==> src/rtl/ram_rd_streamer.sv <==
// ram_rd_streamer: issues a burst of wide reads at consecutive word addresses
// to the scratchpad RAM, buffers the returned words in a small FIFO and
// presents them on a valid/ready stream. Reads are issued only when the FIFO
// has room for the word plus any read still in flight, so backpressure never
// overflows the buffer and ready_i has no combinational path to the RAM port.
module ram_rd_streamer #(
   parameter int addrWidth      = 32,
   parameter int dataSize       = 8,
   parameter int interfaceWidth = 256,
   parameter int lenWidth       = 16,
   parameter int bufDepth       = 3
) (
   input  logic                      clk,
   input  logic                      rst,
   input  logic                      start_i,
   input  logic [addrWidth-1:0]      base_addr_i,
   input  logic [lenWidth-1:0]       len_i,
   output logic                      busy_o,
   output logic                      done_o,
   output logic                      rd_en_o,
   output logic [addrWidth-1:0]      rd_addr_o,
   input  logic [interfaceWidth-1:0] rd_data_i,
   output logic [interfaceWidth-1:0] data_o,
   output logic                      valid_o,
   input  logic                      ready_i
);

   localparam int PTR_W = $clog2(bufDepth);
   localparam int CNT_W = $clog2(bufDepth + 1);

   // Byte stride between consecutive wide words.
   localparam logic [addrWidth-1:0] STRIDE   = addrWidth'(interfaceWidth / dataSize);
   localparam logic [CNT_W:0]       DEPTH    = (CNT_W + 1)'(bufDepth);
   localparam logic [PTR_W-1:0]     LAST_PTR = PTR_W'(bufDepth - 1);
   localparam logic [lenWidth-1:0]  LEN_ONE  = lenWidth'(1);
   localparam logic [CNT_W-1:0]     CNT_ONE  = CNT_W'(1);

   typedef enum logic [1:0] {
      IDLE,
      RUN,
      DONE
   } state_t;

   state_t state, state_nxt;

   // Burst bookkeeping.
   logic [addrWidth-1:0] addr_q;       // next address to issue
   logic [lenWidth-1:0]  len_q;
   logic [lenWidth-1:0]  issued_q;
   logic [lenWidth-1:0]  accepted_q;
   logic                 inflight_q;   // a read issued last cycle returns now

   // Output FIFO.
   logic [interfaceWidth-1:0] mem [bufDepth];
   logic [PTR_W-1:0]          wr_ptr;
   logic [PTR_W-1:0]          rd_ptr;
   logic [CNT_W-1:0]          fifo_count;

   logic           push;
   logic           pop;
   logic           fifo_empty;
   logic           last_pop;
   logic [CNT_W:0] occupancy;

   function automatic logic [PTR_W-1:0] next_ptr(input logic [PTR_W-1:0] p);
      return (p == LAST_PTR) ? '0 : p + PTR_W'(1);
   endfunction

   assign push       = inflight_q;
   assign fifo_empty = (fifo_count == '0);
   assign pop        = !fifo_empty && ready_i;
   assign last_pop   = pop && ((accepted_q + LEN_ONE) == len_q);
   // Words already buffered plus the one on its way back from the RAM.
   assign occupancy  = {1'b0, fifo_count} + {{CNT_W{1'b0}}, inflight_q};

   assign rd_addr_o = addr_q;
   assign valid_o   = !fifo_empty;
   // Gated so the stream data reads as zero whenever nothing is buffered.
   assign data_o    = fifo_empty ? '0 : mem[rd_ptr];

   // FSM state register.
   // NOTE: sequential state uses non-blocking (<=) so every flop samples
   // the pre-edge values regardless of block evaluation order.
   always_ff @(posedge clk or posedge rst) begin
      if (rst) state <= IDLE;
      else     state <= state_nxt;
   end

   // FSM next-state logic.
   always_comb begin
      // NOTE: assigning a default first guarantees every path drives the
      // signal, so no latch is inferred.
      state_nxt = state;
      case (state)
         IDLE:    if (start_i) state_nxt = (len_i == '0) ? DONE : RUN;
         RUN:     if (last_pop) state_nxt = DONE;
         DONE:    state_nxt = IDLE;
         default: state_nxt = IDLE;
      endcase
   end

   // FSM outputs: status flags and the credit-based read issue.
   always_comb begin
      busy_o  = 1'b0;
      done_o  = 1'b0;
      rd_en_o = 1'b0;
      case (state)
         RUN: begin
            busy_o  = 1'b1;
            rd_en_o = (issued_q < len_q) && (occupancy < DEPTH);
         end
         DONE: begin
            busy_o = 1'b1;
            done_o = 1'b1;
         end
         default: ;
      endcase
   end

   // Command latch, issue/accept counters, address generator, in-flight flag.
   always_ff @(posedge clk or posedge rst) begin
      if (rst) begin
         addr_q     <= '0;
         len_q      <= '0;
         issued_q   <= '0;
         accepted_q <= '0;
         inflight_q <= 1'b0;
      end else begin
         inflight_q <= rd_en_o;
         if (state == IDLE && start_i) begin
            addr_q     <= base_addr_i;
            len_q      <= len_i;
            issued_q   <= '0;
            accepted_q <= '0;
         end else begin
            if (rd_en_o) begin
               addr_q   <= addr_q + STRIDE;  // wraps modulo 2^addrWidth
               issued_q <= issued_q + LEN_ONE;
            end
            if (pop) accepted_q <= accepted_q + LEN_ONE;
         end
      end
   end

   // FIFO pointers and fill count; push and pop may coincide.
   always_ff @(posedge clk or posedge rst) begin
      if (rst) begin
         wr_ptr     <= '0;
         rd_ptr     <= '0;
         fifo_count <= '0;
      end else begin
         if (push) wr_ptr <= next_ptr(wr_ptr);
         if (pop)  rd_ptr <= next_ptr(rd_ptr);
         case ({push, pop})
            2'b10:   fifo_count <= fifo_count + CNT_ONE;
            2'b01:   fifo_count <= fifo_count - CNT_ONE;
            default: fifo_count <= fifo_count;
         endcase
      end
   end

   // FIFO storage: capture the RAM response the cycle after each read.
   // NOTE: the storage array is deliberately not reset; the pointers and
   // count define which entries are meaningful and data_o is gated when empty.
   always_ff @(posedge clk) begin
      if (push) mem[wr_ptr] <= rd_data_i;
   end

endmodule

==> config.mk <==
export PLATFORM = sky130hd
export DESIGN_NAME = ram_rd_streamer
export DESIGN_NICKNAME = d
export VERILOG_FILES = /design/src/rtl/ram_rd_streamer.sv
export SDC_FILE = /design/constraint.sdc
export NUM_CORES = 1
export LEC_CHECK = 0
export BUFFER_PORTS_ARGS = -buffer_cell sky130_fd_sc_hd__buf_4
export CAP_MARGIN = 20
export CORE_AREA = 2 2 377 379
export DETAILED_ROUTE_END_ITERATION = 8
export DIE_AREA = 0 0 379 381
export SETUP_SLACK_MARGIN = 0.2
export SLEW_MARGIN = 25
export SYNTH_ARGS = -nofsm -noshare
export SYNTH_HDL_FRONTEND = slang
export SYNTH_SLANG_ARGS = --single-unit
==> constraint.sdc <==
create_clock -name clk -period 28.6 [get_ports clk]
set_input_delay 0 -clock clk [delete_from_list [all_inputs] [get_ports clk]]
set_output_delay 0 -clock clk [all_outputs]
set_load 0.005 [all_outputs]
==> flow_summary.json, run 1 <==
{
  "dp_slack_ns": 24.55,
  "finalClockSkew_ns": 0.03745,
  "endpoint_kind": "output port",
  "pin_count": 600,
  "synth_edf_count": 768,
  "finalCritPeriodShare_pct": 14.58,
  "synth_cell_types": 64,
  "syn_inst": 2542,
  "overflow": 0,
  "arrival_ns": 4.17,
  "cts_setup_buffers": 0,
  "fin_util_pct": 35.71,
  "rsz0062_at_grt": "no",
  "worstPathRequired_ns": 28.60,
  "synth_xor_area_share_pct": 1.284,
  "synth_top_family_by_area": "simple AND/OR/NAND/NOR gates",
  "slowest_delay_ns": 0.91,
  "synth_compound_area_share_pct": 6.466,
  "cts_made_buffers": 95,
  "status": "complete, no violations",
  "critPathKind": "flip-flop to output port",
  "dr.pass1.iters": 6,
  "crit_top_cell": "buf_4",
  "place_inst": 4920,
  "final.setup.tns_ns": 0,
  "syn_area_um2": 34790,
  "post_dp_cell_area_um2": 41430,
  "areaGrowthSynthToFinish_pct": 44.24,
  "hp-class": "primary input to flip-flop",
  "cts_sinks": 857,
  "cpLargestDelayFamily": "buffers and inverters",
  "die_y_um": 381,
  "start_kind": "flip-flop",
  "setup_viol": 0,
  "num_vias": 24490,
  "synth-main-ff-cell": "edfxtp_1",
  "nNetsFinal": 4030,
  "cp_max_fo": 50,
  "design_area_um2": 50180,
  "p_leak_nw": 19.08,
  "ys_seq_area_share_pct": 72.68,
  "yosysWarnings": 0,
  "tightest_slew_ns": 1.133,
  "die-area_um2": 144400,
  "antenna_found_initial": 16,
  "hold_violations": 0,
  "wl_mm": 96.84,
  "rows": 138,
  "via_per_inst": 4.314,
  "drc_errors": 0,
  "fill_cells": 13520,
  "slowest_stage": "dfrtp_4",
  "synthAdderAreaFrac_pct": 0.8631,
  "final_common_cell": "edfxtp_1",
  "cts_tree": "yes",
  "cts_resized": 0,
  "relSlewSlack_pct": 24.48,
  "crit_chain": "buf_4 -> buf_4 -> mux2i_1 -> nor2_1 -> a21oi_1 -> nor2_1 -> buf_4",
  "final_cells": 5676,
  "ys_seq_elements": 857,
  "power_mw": 4.663,
  "core_area_um2": 140600,
  "htreeDepth": 3,
  "grt_pass1_vias": 24840,
  "yosys-mux-area-fraction_pct": 7.422,
  "final_cell_mix": "edfxtp_1 (768), buf_4 (631), dlygate4sd3_1 (571), nor2_1 (561), a21oi_1 (285)",
  "yosys.area_share.simple_pct": 9.253,
  "cts_buffer_depth": 3,
  "synth_area_per_cell_um2": 13.69,
  "initial_core_util_pct": 24.76,
  "routabilityCongestion": 0.7973,
  "maxCapViolCount": 0,
  "setup_slack_ns": 24.43,
  "ctsRootBufferMaster": "clkbuf_16",
  "grt_usage_pct": 12.92,
  "period_minus_slack_ns": 4.169,
  "ant_nets": 0,
  "clkLatencyLatePin_ns": 0.70,
  "hold-worst-slack_ns": 0.06778,
  "layout-drive-gt1-share_pct": 21.17,
  "clkTransAtPathRegs_ns": 0.07,
  "critPathBufInv": 3,
  "max_freq_mhz": 239.9,
  "synthArstFlopShare_pct": 10.39,
  "wl_per_cell_um": 17.06,
  "synth_fp_nets": 2874,
  "peakVddDrop_mv": 0.06274,
  "fp.dieW_um": 379,
  "p_per_area_nw_per_um2": 92.91,
  "grt_pass1_wl_mm": 144.5,
  "hpwl_mm": 58.81,
  "grt_max_degree": 193,
  "drt_iter0_markers": 1385,
  "report.final.slew_viol_count": 0,
  "place.port_buffers": 599
}
[synth_stat cells (2+ instances only)]
cell       instances  area [µm²]
edfxtp_1         768       23060
nor2_1           563        2113
a21oi_1          285        1426
mux2i_1          258        2582
clkbuf_1         105       394.1
nand2_1           93       349.1
dfrtp_1           89        2227
xnor2_1           37       324.1
o21ai_0           36       180.2
inv_1             35       131.4
buf_1             32       120.1
nand3_1           29       145.1
ha_1              24       300.3
nand4_1           19       118.9
xor2_1            14       122.6
a21o_1            12       90.09
and3_1            11       68.82
nor3_1            11       55.05
a31oi_1            9       56.30
or3_1              9       56.30
and2_1             8       50.05
a2111oi_0          6       52.55
buf_2              6       30.03
nor4_1             6       37.54
o211ai_1           6       45.04
a211oi_1           5       37.54
a31o_2             5       43.79
o31ai_1            5       37.54
or4_1              5       37.54
and4_1             4       35.03
nand3b_1           3       22.52
o21a_1             3       22.52
o41ai_1            3       26.28
a211o_1            2       17.52
a21boi_0           2       15.01
buf_4              2       15.01
nand2b_1           2       12.51
nand4_2            2       25.02
nor2_2             2       12.51
nor3b_1            2       15.01
[area by class of cell]
cell class                      instances  area, µm²  area share, %
Antenna cell                           11      27.53        0.05485
Sequential cell                       857      25300          50.41
Clock inverter                         57      520.5          1.037
Tap cell                             1890       2365          4.712
Inverter                               36      137.6         0.2743
Clock buffer                          117       2491          4.964
Multi-Input combinational cell       1503       8826          17.59
Timing Repair Buffer                 1205      10520          20.96
[registers in the layout (all words and copies together) (netlist names), 2 cells and up]
| name | flops |
|---|---|
| accepted_q | 16 |
| rd_ptr | 2 |
| mem | 768 |
| rd_addr_o | 32 |
| issued_q | 16 |
| len_q | 16 |
| fifo_count | 2 |
| state | 2 |
| wr_ptr | 2 |
[layer usage]
layer	share of wire [%]	routed length [µm]	GRT usage [%]
met1	41	39520	15.36
met2	49	47090	21.82
met4	2.7	2612	4.042
met3	7.8	7547	4.415
met5	0.062	60	0
[path summary, 6_finish.rpt]
check / from / to / slack [ns] / cells past startpoint
setup reg to reg: wr_ptr[0]$_DFFE_PP0P_ / mem[1][193]$_DFFE_PP_ / 24.62 / 6
hold reg to reg: state[0]$_DFFE_PP0P_ / state[0]$_DFFE_PP0P_ / 0.55 / 1
max in group asynchronous: rst / rd_ptr[1]$_DFFE_PP0P_ / 26.89 / 5
hold / removal: rd_data_i[137] / mem[1][137]$_DFFE_PP_ / 0.07 / 2
min in group asynchronous: rst / rd_addr_o[23]$_DFFE_PP0P_ / 0.58 / 4
setup / recovery: rd_ptr[0]$_DFFE_PP0P_ / data_o[80] / 24.43 / 7
[cells by family (layout without fill, tap and decap cells)]
logic type,Yosys count,count (layout)
xor gates and xnor gates,51,51
and+or+nand+nor,774,774
other,0,11
DFF,857,857
buffers and inverters,182,1415
adders and majority gates,24,24
muxes,258,258
AOI/OAI and AO/OA,396,396
[where the power goes]
group / switching (mW) / total [mW] / internal [mW]
combinational: 0.977 / 1.75 / 0.774
sequential: 0.108 / 1.72 / 1.62
clock: 0.518 / 1.19 / 0.669
total: 1.60 / 4.66 / 3.06
[timing repair]
action                     CTS  global route
hold endpoints to repair   877             0
setup endpoints to repair    0             0
hold buffers               571             0
[worst register-to-register path, cell delays in order, from the launching register on]
cell	delay, ns
dfrtp_1	0.42
nand2_1	0.12
nor2_4	0.09
buf_4	0.53
buf_4	0.69
buf_4	0.85
buf_4	0.89
No activity file was read; power rests on OpenSTA's default activity.
==> inputs of run 2 (changes only) <==
clock period = 3.7 ns   (was 28.6 ns; I/O delays follow)
==> run 2 against run 1 <==
  * Sequential cell count unchanged
  * Worst hold slack worse by 0.012 ns
  * Cell count down 1.0%
  * Utilization is 0.30 points lower
  * Register-to-register slack worse by 24 ns
  * Critical endpoint is now rd_en_o
  * Largest cell class unchanged
  * Largest power group unchanged
  * Highest routed layer unchanged
==> flow_summary.json, run 2 (same netlist as run 1, synthesis figures left out) <==
{
  "r2r-end": "rd_addr_o[20]$_DFFE_PP0P_",
  "drt_iter0_markers": 1340,
  "final_cells": 5617,
  "max_freq_mhz": 314.5,
  "fill_cells": 13630,
  "grt_max_degree": 130,
  "setup_viol": 0,
  "rrSetupSlack_ns": 0.64,
  "cts_tree": "yes",
  "nNetsFinal": 3970,
  "slowest_stage": "o2111ai_1",
  "areaGrowthSynthToFinish_pct": 43.02,
  "tightest_slew_ns": 0.9809,
  "rows": 138,
  "num_vias": 24370,
  "core_area_um2": 140600,
  "crit_chain": "inv_1 -> ha_1 -> nand2_1 -> o2111ai_1 -> a41oi_1 -> nor2_2 -> and2_4 -> clkinv_1 -> buf_4",
  "layout-drive-gt1-share_pct": 22.27,
  "p_per_area_nw_per_um2": 724.9,
  "p_sw_mw": 12.44,
  "overflow": 0,
  "hold-worst-slack_ns": 0.05625,
  "place.port_buffers": 599,
  "worstPathRequired_ns": 3.70,
  "cp_max_fo": 20,
  "hold_end": "mem[1][94]$_DFFE_PP_",
  "status": "complete, no violations",
  "multi_input_area_um2": 8838,
  "power_frac_clock_pct": 25.6,
  "reg2regPathDepth": 10,
  "die-area_um2": 144400,
  "clkLatencyLatePin_ns": 0.72,
  "clkTransAtPathRegs_ns": 0.06,
  "initial_core_util_pct": 24.76,
  "period_minus_slack_ns": 3.179,
  "wl_per_cell_um": 17.20,
  "hp-class": "primary input to flip-flop",
  "p_leak_nw": 18.91,
  "combPwrFrac_pct": 37.4,
  "finalClockSkew_ns": 0.04016,
  "endpoint_kind": "output port",
  "setup_slack_ns": 0.5207,
  "grt_pass1_wl_mm": 145.4,
  "die_y_um": 381,
  "power_frac_seq_pct": 37.0,
  "pin_count": 600,
  "rr_startpoint": "fifo_count[0]$_DFFE_PP0P_",
  "largest_reg_flops": 768,
  "report.final.slew_viol_count": 0,
  "min_from": "rd_data_i[94]",
  "cts_resized": 0,
  "htreeDepth": 3,
  "regMostFlops": "mem",
  "wl_mm": 96.62,
  "antenna_found_initial": 14,
  "hold_depth": 2,
  "fin_util_pct": 35.41,
  "peakVddDrop_mv": 0.5545,
  "place_inst": 4945,
  "slowest_delay_ns": 0.41,
  "intPower_mw": 23.63,
  "hpwl_mm": 60.08,
  "ant_nets": 0,
  "maxCapViolCount": 0,
  "routabilityCongestion": 0.7974,
  "ctsRootBufferMaster": "clkbuf_16",
  "start_kind": "flip-flop",
  "rsz0062_at_grt": "no",
  "power_mw": 36.07,
  "grt_pass1_vias": 24860,
  "cts_sinks": 857,
  "via_per_inst": 4.338,
  "dr.pass1.iters": 5,
  "cts_buffer_depth": 3,
  "finalCritPeriodShare_pct": 85.93,
  "grt_usage_pct": 12.90,
  "fp.dieW_um": 379,
  "cts_made_buffers": 96,
  "switching_share_pct": 34.49,
  "dp_slack_ns": 0.6048,
  "drc_errors": 0,
  "critPathKind": "flip-flop to output port",
  "final_common_cell": "edfxtp_1",
  "hold_violations": 0,
  "seqCellArea_um2": 25300,
  "arrival_ns": 3.18,
  "final_cell_mix": "edfxtp_1 (768), buf_4 (642), nor2_1 (561), dlygate4sd3_1 (484), a21oi_1 (285)",
  "relSlewSlack_pct": 34.61
}
[run 2: cell count changes in the layout (fill, tap and decap cells not counted), sizes merged]
cell,delta
dlygate4sd3,-87
buf,+26
clkbuf,+3
clkinv,+3
diode,-2
clkinvlp,-1
inv,-1
[run 2: critical path: cells and delay by family, from the launching register on]
family	cells	cell delay [ns]
AOI/OAI and AO/OA	2	0.53
and+or+nand+nor	3	0.52
buffers and inverters	3	0.72
DFF	1	0.37
adders and majority gates	1	0.31
[run 2: timing repair]
action | in CTS | in global routing
hold buffers | 484 | 0
endpoints found under the setup margin | 1 | 0
setup buffers | 1 | 0
endpoints found under the hold margin | 912 | 0
[run 2: layout make-up]
type	instances	share of cell area [%]
Clock inverter	58	1.131
Inverter	36	0.2741
Sequential cell	857	50.84
Clock buffer	120	5.051
Tap cell	1890	4.752
Antenna cell	9	0.04526
Timing Repair Buffer	1144	20.14
Multi-Input combinational cell	1503	17.76
[run 2: worst max path at each step]
stage | startpoint | to | slack (ns) | cells past startpoint
after floorplan | inflight_q$_DFF_PP0_ | mem[2][0]$_DFFE_PP_ | -3.65 | 2
after global placement | len_q[7]$_DFFE_PP0P_ | issued_q[11]$_DFFE_PP0P_ | 0.65 | 9
after detailed placement | len_q[7]$_DFFE_PP0P_ | issued_q[11]$_DFFE_PP0P_ | 0.60 | 9
after CTS | issued_q[14]$_DFFE_PP0P_ | rd_en_o | 0.45 | 8
after global routing | len_q[15]$_DFFE_PP0P_ | rd_en_o | 0.36 | 9
final | len_q[15]$_DFFE_PP0P_ | rd_en_o | 0.52 | 9
[run 2: power by group through the flow]
stage | Combinational [mW] | Sequential [mW] | Clock [mW]
2_1_floorplan | 6.84 | 13.4 | 0
3_3_place_gp | 13.2 | 13.5 | 0
3_5_place_dp | 13.2 | 13.6 | 0
4_1_cts | 13.7 | 13.4 | 9.45
5_1_grt | 14.8 | 13.5 | 9.83
6_report | 13.5 | 13.4 | 9.23
[run 2: layer usage]
metal / share of wire [%] / GRT usage [%] / vias to the layer above
met5: 0.077 / 0 / -
met4: 2.9 / 4.924 / 12
met3: 8.1 / 4.081 / 154
met2: 49 / 21.78 / 722
met1: 40 / 15.20 / 11980
li1: - / - / 11500
[run 2: stage by stage]
stage	instance area (µm²)	TNS [ns]
4_1_cts	49740	0
6_report	49760	0
5_1_grt	49760	0
3_3_place_gp	41810	0
2_1_floorplan	34830	-2045.95
3_5_place_dp	41810	0
==> inputs of run 3 (changes only) <==
RECOVER_POWER = 25   (was unset)
==> run 3 against run 2 <==
  * Non-clock buffer count is the same
  * Combinational power is essentially flat
  * Sequential power is essentially flat
  * Cell count is the same
  * Critical path type unchanged
  * Utilization shrank 0.23 points
  * Power shrank 0.17%
  * Largest power group unchanged
  * Setup slack gained 0.027 ns
  * First-iteration DRC count grew 0.90%
  * Critical path depth is the same
  * Via count shrank 0.40%
  * Global-route usage is the same
==> flow_summary.json, run 3 (same netlist as run 1, synthesis figures left out) <==
{
  "hp-class": "primary input to flip-flop",
  "place.port_buffers": 599,
  "nNetsFinal": 3970,
  "final_cells": 5617,
  "startpoint": "len_q[15]$_DFFE_PP0P_",
  "antenna_found_initial": 14,
  "layout-drive-gt1-share_pct": 19.98,
  "power_mw": 36.01,
  "clkLatencyLatePin_ns": 0.72,
  "clkTransAtPathRegs_ns": 0.06,
  "overflow": 0,
  "grt_pass1_wl_mm": 145.4,
  "hold_violations": 0,
  "seqCellArea_um2": 25300,
  "largest_reg_flops": 768,
  "areaGrowthSynthToFinish_pct": 42.11,
  "period_minus_slack_ns": 3.153,
  "setup_viol": 0,
  "cts_tree": "yes",
  "finalCritPeriodShare_pct": 85.21,
  "worstPathRequired_ns": 3.70,
  "wl_per_cell_um": 17.20,
  "hold-worst-slack_ns": 0.06680,
  "finalClockSkew_ns": 0.03739,
  "routabilityCongestion": 0.7974,
  "initial_core_util_pct": 24.76,
  "dr.pass1.iters": 5,
  "relSlewSlack_pct": 32.82,
  "cts_made_buffers": 96,
  "tightest_slew_ns": 1.008,
  "pin_count": 600,
  "critPathKind": "flip-flop to output port",
  "die_y_um": 381,
  "endpoint_kind": "output port",
  "ant_nets": 0,
  "grt_max_degree": 130,
  "via_per_inst": 4.321,
  "rr_startpoint": "fifo_count[0]$_DFFE_PP0P_",
  "num_vias": 24270,
  "cts_resized": 0,
  "start_kind": "flip-flop",
  "place_inst": 4945,
  "peakVddDrop_mv": 0.5490,
  "multi_input_area_um2": 8838,
  "core_area_um2": 140600,
  "drt_iter0_markers": 1352,
  "rsz0062_at_grt": "no",
  "cts_buffer_depth": 3,
  "dp_slack_ns": 0.6048,
  "wl_mm": 96.59,
  "cts_sinks": 857,
  "drc_errors": 0,
  "htreeDepth": 3,
  "maxCapViolCount": 0,
  "rows": 138,
  "fill_cells": 13690,
  "reg2regPathDepth": 10,
  "min_from": "base_addr_i[30]",
  "p_per_area_nw_per_um2": 728.3,
  "arrival_ns": 3.15,
  "cp_max_fo": 20,
  "p_leak_nw": 18.58,
  "fp.dieW_um": 379,
  "final_cell_mix": "edfxtp_1 (768), nor2_1 (561), dlygate4sd3_1 (484), buf_4 (470), a21oi_1 (285)",
  "fin_util_pct": 35.18,
  "ctsRootBufferMaster": "clkbuf_16",
  "die-area_um2": 144400,
  "regMostFlops": "mem",
  "report.final.slew_viol_count": 0,
  "max_freq_mhz": 317.2,
  "final_common_cell": "edfxtp_1",
  "status": "complete, no violations",
  "grt_pass1_vias": 24860,
  "setup_slack_ns": 0.5473,
  "grt_usage_pct": 12.90,
  "hold_depth": 4,
  "hpwl_mm": 60.08
}
[run 3: changes by cell type in the layout (fill, tap and decap cells not counted), sizes merged]
cell	before	now
buf	660	488
clkbuf	120	292
[run 3: worst paths after layout]
kind	endpoint	slack [ns]
max in group asynchronous	rd_addr_o[1]$_DFFE_PP0P_	2.29
max	rd_en_o	0.55
min	rd_addr_o[30]$_DFFE_PP0P_	0.07
min reg2reg	rd_addr_o[0]$_DFFE_PP0P_	0.48
min in group asynchronous	rd_addr_o[24]$_DFFE_PP0P_	0.52
max reg2reg	rd_addr_o[20]$_DFFE_PP0P_	0.64
[run 3: per-stage QoR]
stage	instance area (µm²)	setup TNS, ns
3_3_place_gp	41810	0
6_report	49440	0
4_1_cts	49740	0
2_1_floorplan	34830	-2045.95
5_1_grt	49440	0
3_5_place_dp	41810	0
[run 3: metal layers]
layer / vias up / track usage (%) / part of all wire [%]
met5: - / 0 / 0.077
met2: 714 / 21.78 / 49
met3: 148 / 4.081 / 8.0
li1: 11490 / - / -
met1: 11900 / 15.20 / 40
met4: 12 / 4.924 / 2.9
[run 3: repair_timing]
| item | CTS | global route |
|---|---|---|
| buffers inserted | 1 | 0 |
| hold buffers | 484 | 0 |
| endpoints found under the hold margin | 912 | 0 |
| setup endpoints to repair | 1 | 0 |
[run 3: power breakdown]
group          internal (mW)  switching [mW]  total (mW)  leakage, nW
combinational           5.86            7.57        13.4         8.98
clock                   5.23            4.00        9.23         1.49
sequential              12.5           0.856        13.3         8.12
total                   23.6            12.4        36.0         18.6
[run 3: final cells by class]
type | instances | area share (%)
Sequential cell | 857 | 51.17
Timing Repair Buffer | 1144 | 19.63
Multi-Input combinational cell | 1503 | 17.88
Clock buffer | 120 | 5.084
Tap cell | 1890 | 4.783
Clock inverter | 58 | 1.139
Inverter | 36 | 0.2758
Antenna cell | 9 | 0.04555
[run 3: critical path, cell delays in order (launching register included)]
cell,delay [ns]
dfrtp_1,0.38
inv_1,0.07
ha_1,0.31
nand2_1,0.07
o2111ai_1,0.42
a41oi_1,0.12
nor2_2,0.16
and2_4,0.29
clkinv_1,0.35
buf_4,0.27
